===== config.mk =====
export PLATFORM = sky130hd
export DESIGN_NAME = fpu_sched
export DESIGN_NICKNAME = d
export VERILOG_FILES = /design/src/rtl/fpu_sched.sv
export SDC_FILE = /design/constraint.sdc
export NUM_CORES = 1
export LEC_CHECK = 0
export CORE_ASPECT_RATIO = 1.4
export CORE_MARGIN = 5
export CORE_UTILIZATION = 32
export DETAILED_ROUTE_END_ITERATION = 12
export HOLD_SLACK_MARGIN = 0.1
export PLACE_DENSITY = 0.74
export SETUP_SLACK_MARGIN = 0.1
export SYNTH_ARGS = -nofsm -noshare
export SYNTH_HDL_FRONTEND = slang
export SYNTH_SLANG_ARGS = --single-unit
export TNS_END_PERCENT = 5

===== constraint.sdc =====
create_clock -name clk -period 1.4 [get_ports clk]
set_clock_uncertainty 0.2 [all_clocks]
set_input_delay 0.28 -clock clk [delete_from_list [all_inputs] [get_ports clk]]
set_output_delay 0.28 -clock clk [all_outputs]
set_load 0.05 [all_outputs]

===== src/rtl/fpu_sched.sv =====
// fpu_sched: two-requester round-robin front end for one shared, pipelined
// bfloat16 FPU. Each requester may have one operation in flight. The chosen
// operation is registered onto the FPU port. A valid/id/err tag follows it
// through an FPU_LAT-deep shift pipeline, and the FPU result is captured into
// the owning requester's result register when the tag leaves that pipeline.
//
// Ports
//   clk, rst                      clock and synchronous active-high reset
//   reqN_valid_i / reqN_ready_o   request handshake (ready is the combinational grant)
//   reqN_mode_i                   one-hot opcode: 0001 add, 0010 sub, 0100 mul, 1000 div
//   reqN_a_i, reqN_b_i            bfloat16 operands
//   rspN_valid_o / rspN_ready_i   response handshake
//   rspN_data_o, rspN_ovf_o       result and overflow flag
//   rspN_err_o                    mode was not one-hot; data and ovf are forced to 0
//   fpu_mode_o, fpu_in1_o/in2_o   registered drive to the shared FPU
//   fpu_out_i, fpu_ovf_i          FPU result, valid FPU_LAT cycles after issue
module fpu_sched #(
  parameter int FPU_LAT = 1
) (
  input  logic        clk,
  input  logic        rst,
  input  logic        req0_valid_i,
  output logic        req0_ready_o,
  input  logic [3:0]  req0_mode_i,
  input  logic [15:0] req0_a_i,
  input  logic [15:0] req0_b_i,
  input  logic        req1_valid_i,
  output logic        req1_ready_o,
  input  logic [3:0]  req1_mode_i,
  input  logic [15:0] req1_a_i,
  input  logic [15:0] req1_b_i,
  output logic        rsp0_valid_o,
  input  logic        rsp0_ready_i,
  output logic [15:0] rsp0_data_o,
  output logic        rsp0_ovf_o,
  output logic        rsp0_err_o,
  output logic        rsp1_valid_o,
  input  logic        rsp1_ready_i,
  output logic [15:0] rsp1_data_o,
  output logic        rsp1_ovf_o,
  output logic        rsp1_err_o,
  output logic [3:0]  fpu_mode_o,
  output logic [15:0] fpu_in1_o,
  output logic [15:0] fpu_in2_o,
  input  logic [15:0] fpu_out_i,
  input  logic        fpu_ovf_i
);

  logic [1:0]  w_req_valid;
  logic [1:0]  w_rsp_ready;
  logic [1:0]  w_busy;
  logic [1:0]  w_elig;
  logic [1:0]  w_gnt;
  logic        w_gnt_any;
  logic        w_gnt_id;
  logic [3:0]  w_sel_mode;
  logic [15:0] w_sel_a;
  logic [15:0] w_sel_b;
  logic        w_mode_ok;
  logic [1:0]  w_rsp_valid;
  logic [1:0]  w_rsp_ovf;
  logic [1:0]  w_rsp_err;
  logic [15:0] w_rsp_data [2];
  logic        w_cap_v;
  logic        w_cap_id;
  logic        w_cap_err;

  logic               r_ptr;
  logic [FPU_LAT-1:0] r_tag_v;
  logic [FPU_LAT-1:0] r_tag_id;
  logic [FPU_LAT-1:0] r_tag_err;
  logic [3:0]         r_fpu_mode;
  logic [15:0]        r_fpu_in1;
  logic [15:0]        r_fpu_in2;

  assign w_req_valid = {req1_valid_i, req0_valid_i};
  assign w_rsp_ready = {rsp1_ready_i, rsp0_ready_i};

  // Round-robin: on contention the pointer decides. Reset blocks every grant.
  always_comb begin
    w_gnt = 2'b00;
    if (!rst) begin
      if (w_elig == 2'b11) w_gnt = r_ptr ? 2'b10 : 2'b01;
      else                 w_gnt = w_elig;
    end
  end

  assign w_gnt_any  = |w_gnt;
  assign w_gnt_id   = w_gnt[1];
  assign w_sel_mode = w_gnt_id ? req1_mode_i : req0_mode_i;
  assign w_sel_a    = w_gnt_id ? req1_a_i : req0_a_i;
  assign w_sel_b    = w_gnt_id ? req1_b_i : req0_b_i;
  // A mode is one-hot when it is nonzero and clearing its lowest set bit leaves zero.
  assign w_mode_ok  = (w_sel_mode != 4'd0) && ((w_sel_mode & (w_sel_mode - 4'd1)) == 4'd0);

  assign req0_ready_o = w_gnt[0];
  assign req1_ready_o = w_gnt[1];

  // The operands hold while idle, so the FPU inputs do not toggle without an issue.
  // Only the mode drops to 0000.
  always_ff @(posedge clk) begin
    if (rst) begin
      r_ptr      <= 1'b0;
      r_fpu_mode <= 4'd0;
      r_fpu_in1  <= 16'd0;
      r_fpu_in2  <= 16'd0;
    end else if (w_gnt_any) begin
      r_ptr      <= ~w_gnt_id;
      r_fpu_mode <= w_mode_ok ? w_sel_mode : 4'd0;
      r_fpu_in1  <= w_sel_a;
      r_fpu_in2  <= w_sel_b;
    end else begin
      r_fpu_mode <= 4'd0;
    end
  end

  assign fpu_mode_o = r_fpu_mode;
  assign fpu_in1_o  = r_fpu_in1;
  assign fpu_in2_o  = r_fpu_in2;

  // Tag shift pipeline. Stage k holds the op issued k+1 edges ago, so the last
  // stage marks the edge at which fpu_out_i belongs to that op.
  always_ff @(posedge clk) begin
    if (rst) begin
      r_tag_v   <= '0;
      r_tag_id  <= '0;
      r_tag_err <= '0;
    end else begin
      r_tag_v[0]   <= w_gnt_any;
      r_tag_id[0]  <= w_gnt_id;
      r_tag_err[0] <= ~w_mode_ok;
      for (int k = 1; k < FPU_LAT; k++) begin
        r_tag_v[k]   <= r_tag_v[k-1];
        r_tag_id[k]  <= r_tag_id[k-1];
        r_tag_err[k] <= r_tag_err[k-1];
      end
    end
  end

  assign w_cap_v   = r_tag_v[FPU_LAT-1];
  assign w_cap_id  = r_tag_id[FPU_LAT-1];
  assign w_cap_err = r_tag_err[FPU_LAT-1];

  // Per-requester busy flag and result register. Busy stays set until the
  // response handshake. That rules out a capture and a handshake on the same
  // requester in one cycle, and it rules out overwriting an unread result.
  genvar gi;
  generate
    for (gi = 0; gi < 2; gi++) begin : g_req
      logic        r_busy;
      logic        r_rsp_valid;
      logic [15:0] r_rsp_data;
      logic        r_rsp_ovf;
      logic        r_rsp_err;
      logic        w_cap;
      logic        w_hs;

      assign w_cap = w_cap_v && (w_cap_id == 1'(gi));
      assign w_hs  = r_rsp_valid && w_rsp_ready[gi];

      always_ff @(posedge clk) begin
        if (rst) begin
          r_busy      <= 1'b0;
          r_rsp_valid <= 1'b0;
          r_rsp_data  <= 16'd0;
          r_rsp_ovf   <= 1'b0;
          r_rsp_err   <= 1'b0;
        end else begin
          if (w_gnt[gi])  r_busy <= 1'b1;
          else if (w_hs)  r_busy <= 1'b0;

          if (w_cap) begin
            r_rsp_valid <= 1'b1;
            r_rsp_data  <= w_cap_err ? 16'd0 : fpu_out_i;
            r_rsp_ovf   <= w_cap_err ? 1'b0 : fpu_ovf_i;
            r_rsp_err   <= w_cap_err;
          end else if (w_hs) begin
            r_rsp_valid <= 1'b0;
          end
        end
      end

      assign w_busy[gi]      = r_busy;
      assign w_elig[gi]      = w_req_valid[gi] & ~r_busy;
      assign w_rsp_valid[gi] = r_rsp_valid;
      assign w_rsp_data[gi]  = r_rsp_data;
      assign w_rsp_ovf[gi]   = r_rsp_ovf;
      assign w_rsp_err[gi]   = r_rsp_err;
    end
  endgenerate

  assign rsp0_valid_o = w_rsp_valid[0];
  assign rsp0_data_o  = w_rsp_data[0];
  assign rsp0_ovf_o   = w_rsp_ovf[0];
  assign rsp0_err_o   = w_rsp_err[0];
  assign rsp1_valid_o = w_rsp_valid[1];
  assign rsp1_data_o  = w_rsp_data[1];
  assign rsp1_ovf_o   = w_rsp_ovf[1];
  assign rsp1_err_o   = w_rsp_err[1];

endmodule

# == Word level (Yosys, flattened, before mapping) ==
# Index checks and enable logic that the tools add are counted.
# W data, S select, Z words.
# classes
addsub,1
eq_ne,1
muxes,14
bitwise_logic,9
n_reduce_logical,13
# op_table
op,count
$mux W16,3
$reduce_bool A2 Y1,4
$mux W1,7
$mux W2,3
$not A1 Y1,6
$logic_and A1 B1 Y1,5
$and A4 B4 Y4,1
$logic_not A4 Y1,1
$mux W4,1
$reduce_bool A4 Y1,1
$sub A4 B1 Y4 const B,1
$reduce_or A3 Y1,1
$and A1 B1 Y1,2
$eq A2 B2 Y1 const B,1
$reduce_or A2 Y1,1
# word_totals
reg_bits,80
inputBits,95
out_inout_bits,76
wordCells,55

# == Logic depth before layout (Yosys ltp) ==
# depth
depth_word,12
mapped_depth,6
depth_no_buf,4

# == Worst setup path before layout ==
# No wires, ideal clock.
# synth_timing
path_kind,input -> output
startpoint,input rst
endpoint,output req1_ready_o
t_arrival_ns,1.596
required_time_ns,0.920
slack_ns,-0.676
cell_stages,4
path_buffers,2
path_cell_list,buf_6 or3b_4 buf_6 nor2_1
# synth_between
elab_chain_len,1
# synth_rtl
element,line_no,text
"start, declared",21,"input logic rst,"
$mux W2,82,if (!rst) begin
"end, declared",28,"output logic req1_ready_o,"
# No other way between the ends.

# == Worst setup path in the final report ==
# layout_timing
startpoint,register g_req[1].r_busy
endpoint,output req0_ready_o
# layout_between
elab_chain_len,5
# layout_rtl
element,line_no,text
"start, declared",150,logic r_busy;
"start signal, assigned",163,r_busy <= 1'b0;
"start signal, assigned",169,if (w_gnt[gi]) r_busy <= 1'b1;
"start signal, assigned",170,else if (w_hs) r_busy <= 1'b0;
$not A1 Y1,184,assign w_elig[gi] = w_req_valid[gi] & ~r_busy;
$and A1 B1 Y1,184,
$eq A2 B2 Y1,83,if (w_elig == 2'b11) w_gnt = r_ptr ? 2'b10 : 2'b01;
$mux W2,83,
$mux W2,82,
"end, declared",23,"output logic req0_ready_o,"
# No other way between the ends.

==> impl_metrics.env <==
export IMPL_status="finished with violations"
export IMPL_violations="setup timing"
export IMPL_setup_violations=40
export IMPL_clock_path_buffers=2
export IMPL_die_y_um=135
export IMPL_regToRegStartpoint="g_req[1].r_busy$_SDFFE_PP0P_"
export IMPL_synth_edff_count=0
export IMPL_clk_latency_ns=0.33
export IMPL_synth_top_flop_cell="dfxtp_1"
export IMPL_cp_required_ns=0.92
export IMPL_yosysMostFrequentCell="dfxtp_1"
export IMPL_place_ws_ns=-0.669
export IMPL_nets=719
export IMPL_grt_usage=0.195
export IMPL_final_core_util=0.648
export IMPL_area_growth_pct=97.8
export IMPL_dieArea_um2=13400
export IMPL_hold_ws_ns=0.274
export IMPL_rsz0062_at_grt="true"
export IMPL_maxCapViolCount=0
export IMPL_synthArstFlopShare=0
export IMPL_crit_start="g_req[1].r_busy$_SDFFE_PP0P_"
export IMPL_viasPerCell=5.29
export IMPL_htreeDepth=3
export IMPL_yosys_area_top_type="dfxtp_1"
export IMPL_min_delay_start="rsp1_data_o[7]$_SDFFE_PP0P_"
export IMPL_cts_made_buffers=9
export IMPL_grt_max_degree=40
export IMPL_power_density_nw_per_um2=1110
export IMPL_fp_dieW_um=99.1
export IMPL_cts_sinks=80
export IMPL_ant_nets=0
export IMPL_grt_pass1_wl_um=21100
export IMPL_syn_inst=433
export IMPL_core_area_um2=10900
export IMPL_io_pins=171
export IMPL_cts_tree="yes"
export IMPL_drc_errors=0
export IMPL_synthDistinctLibCells=35
export IMPL_worst_pin_slew_ns=0.392
export IMPL_yosys_area_top_type_share=0.450
export IMPL_ys_ff_latch=80
export IMPL_report_final_slew_viol_count=0
export IMPL_startpoint_type="register"
export IMPL_first_pass_iters=5
export IMPL_grt_pass1_vias=4234
export IMPL_worst_slack_ns=-0.474
export IMPL_synth_fp_nets=528
export IMPL_post_dp_hpwl_um=9860
export IMPL_ys_warnings_count=0
export IMPL_power_leakage_nw=2.63
export IMPL_holdCritPathClass="reg -> reg"
export IMPL_synth_common_cells="80 x dfxtp_1, 75 x nand2_1, 42 x a21oi_1, 36 x nand3_1"
export IMPL_synthTopCellsByArea="dfxtp_1 45%, nand2_1 7.9%, o31ai_1 6.8%, a21oi_1 5.9%, a31oi_1 5.6%"
export IMPL_tns_ns=-8.99
export IMPL_placed_area_um2=6430
export IMPL_fin_cells=769
export IMPL_cts_clk_slew_worst_paths_ns=0.06
export IMPL_peakVddDrop_mv=0.644
export IMPL_postLayoutCellArea_um2=7040
export IMPL_avgSynthCellArea_um2=8.22
export IMPL_wl_per_cell_um=17.5
export IMPL_max_clock_freq_mhz=534
export IMPL_endpoint_kind="output pin"
export IMPL_cts_root_buf="clkbuf_16"
export IMPL_antenna_found_initial=0
export IMPL_initial_utilization=0.327
export IMPL_rows=45
export IMPL_syn_area_um2=3560
export IMPL_insertedDiodeCount=0
export IMPL_fin_crit_ns=1.87
export IMPL_drt_iter0_markers=160
export IMPL_period_share=1.34
export IMPL_worst_path_max_fanout=4
export IMPL_total_power_mw=7.83
export IMPL_critPathKind="reg -> out"
export IMPL_place_inst=746
export IMPL_hold_viol=0
export IMPL_drive_gt1_frac=0.341
export IMPL_via_count=4067
export IMPL_ys_seq_area_frac=0.450
export IMPL_cp_arrival_ns=1.39
export IMPL_wl_um=13500
export IMPL_gr_total_overflow=0
export IMPL_gp_congestion=0.775
export IMPL_io_buffers=170
export IMPL_slew_headroom=0.739
-- cells by family after synthesis --
logic type | Yosys count | synth area share
buf+inv | 47 | 0.0689
xor+xnor | 2 | 0.00493
simple gates | 151 | 0.209
compound gates | 153 | 0.267
flops | 80 | 0.450
-- layout by cell type, fill, tap and decap left out, drive strengths merged, types with 7 or more instances in the layout --
cell type / count
nand3: 36
a21oi: 42
nand2: 75
buf: 127
dfxtp: 80
o31ai: 32
o21ai: 38
clkdlybuf4s50: 91
nor2b: 20
a31oi: 32
nor4b: 7
clkbuf: 11
-- metal layers --
metal  up-vias  share of wire  global-route usage
met5         -              0                   0
met4         0          0.021              0.0714
met3        24          0.063              0.0470
met2       153           0.56               0.374
met1      1947           0.36               0.203
li1       1943              -                   -
-- power by group --
group	internal (mW)	switching [mW]	leakage (nW)	total (mW)
combinational	1.30	1.32	1.80	2.62
clock	1.60	0.929	0.155	2.53
sequential	2.47	0.203	0.678	2.68
-- critical path, cell delays in order (launching register included) --
cell and delay [ns]:
dfxtp_4 0.38, nor2b_4 0.05, a2111oi_4 0.41, buf_6 0.22
-- state kept, by name, indices dropped and copies added, names as in the netlist --
register,count
fpu_mode_o,4
fpu_in2_o,16
rsp0_valid_o,1
r_tag_v,1
rsp0_err_o,1
g_req.r_busy,2
r_tag_err,1
r_ptr,1
rsp1_err_o,1
rsp1_valid_o,1
fpu_in1_o,16
r_tag_id,1
rsp1_ovf_o,1
rsp0_data_o,16
rsp1_data_o,16
rsp0_ovf_o,1
-- final timing paths --
path                                      end  slack, ns  cells after the start
hold / removal    rsp1_data_o[7]$_SDFFE_PP0P_       0.27                      2
setup reg to reg     fpu_mode_o[0]$_SDFF_PP0_      -0.25                      5
hold reg to reg   rsp1_data_o[7]$_SDFFE_PP0P_       0.27                      2
setup / recovery                 req0_ready_o      -0.47                      3
-- cell type report --
type                    count  area, um^2
clock buffers              10         239
fillers                   827        3830
clock inverters             5        81.3
repair buffers            222        3040
multi-input cells         306        1830
inverters                   5        18.8
well taps                 141         176
flip-flops and latches     80        1660
-- timing repair --
| action | CTS | global route |
|---|---|---|
| hold endpoints to repair | 1 | 0 |
| pin swaps | 3 | 8 |
| hold buffers | 1 | 0 |
| gates cloned | 0 | 1 |
| resized for setup | 66 | 38 |
| setup endpoints to repair | 118 | 134 |
| buffers inserted | 3 | 3 |
Note: power is estimated with default switching activity, not from simulation.
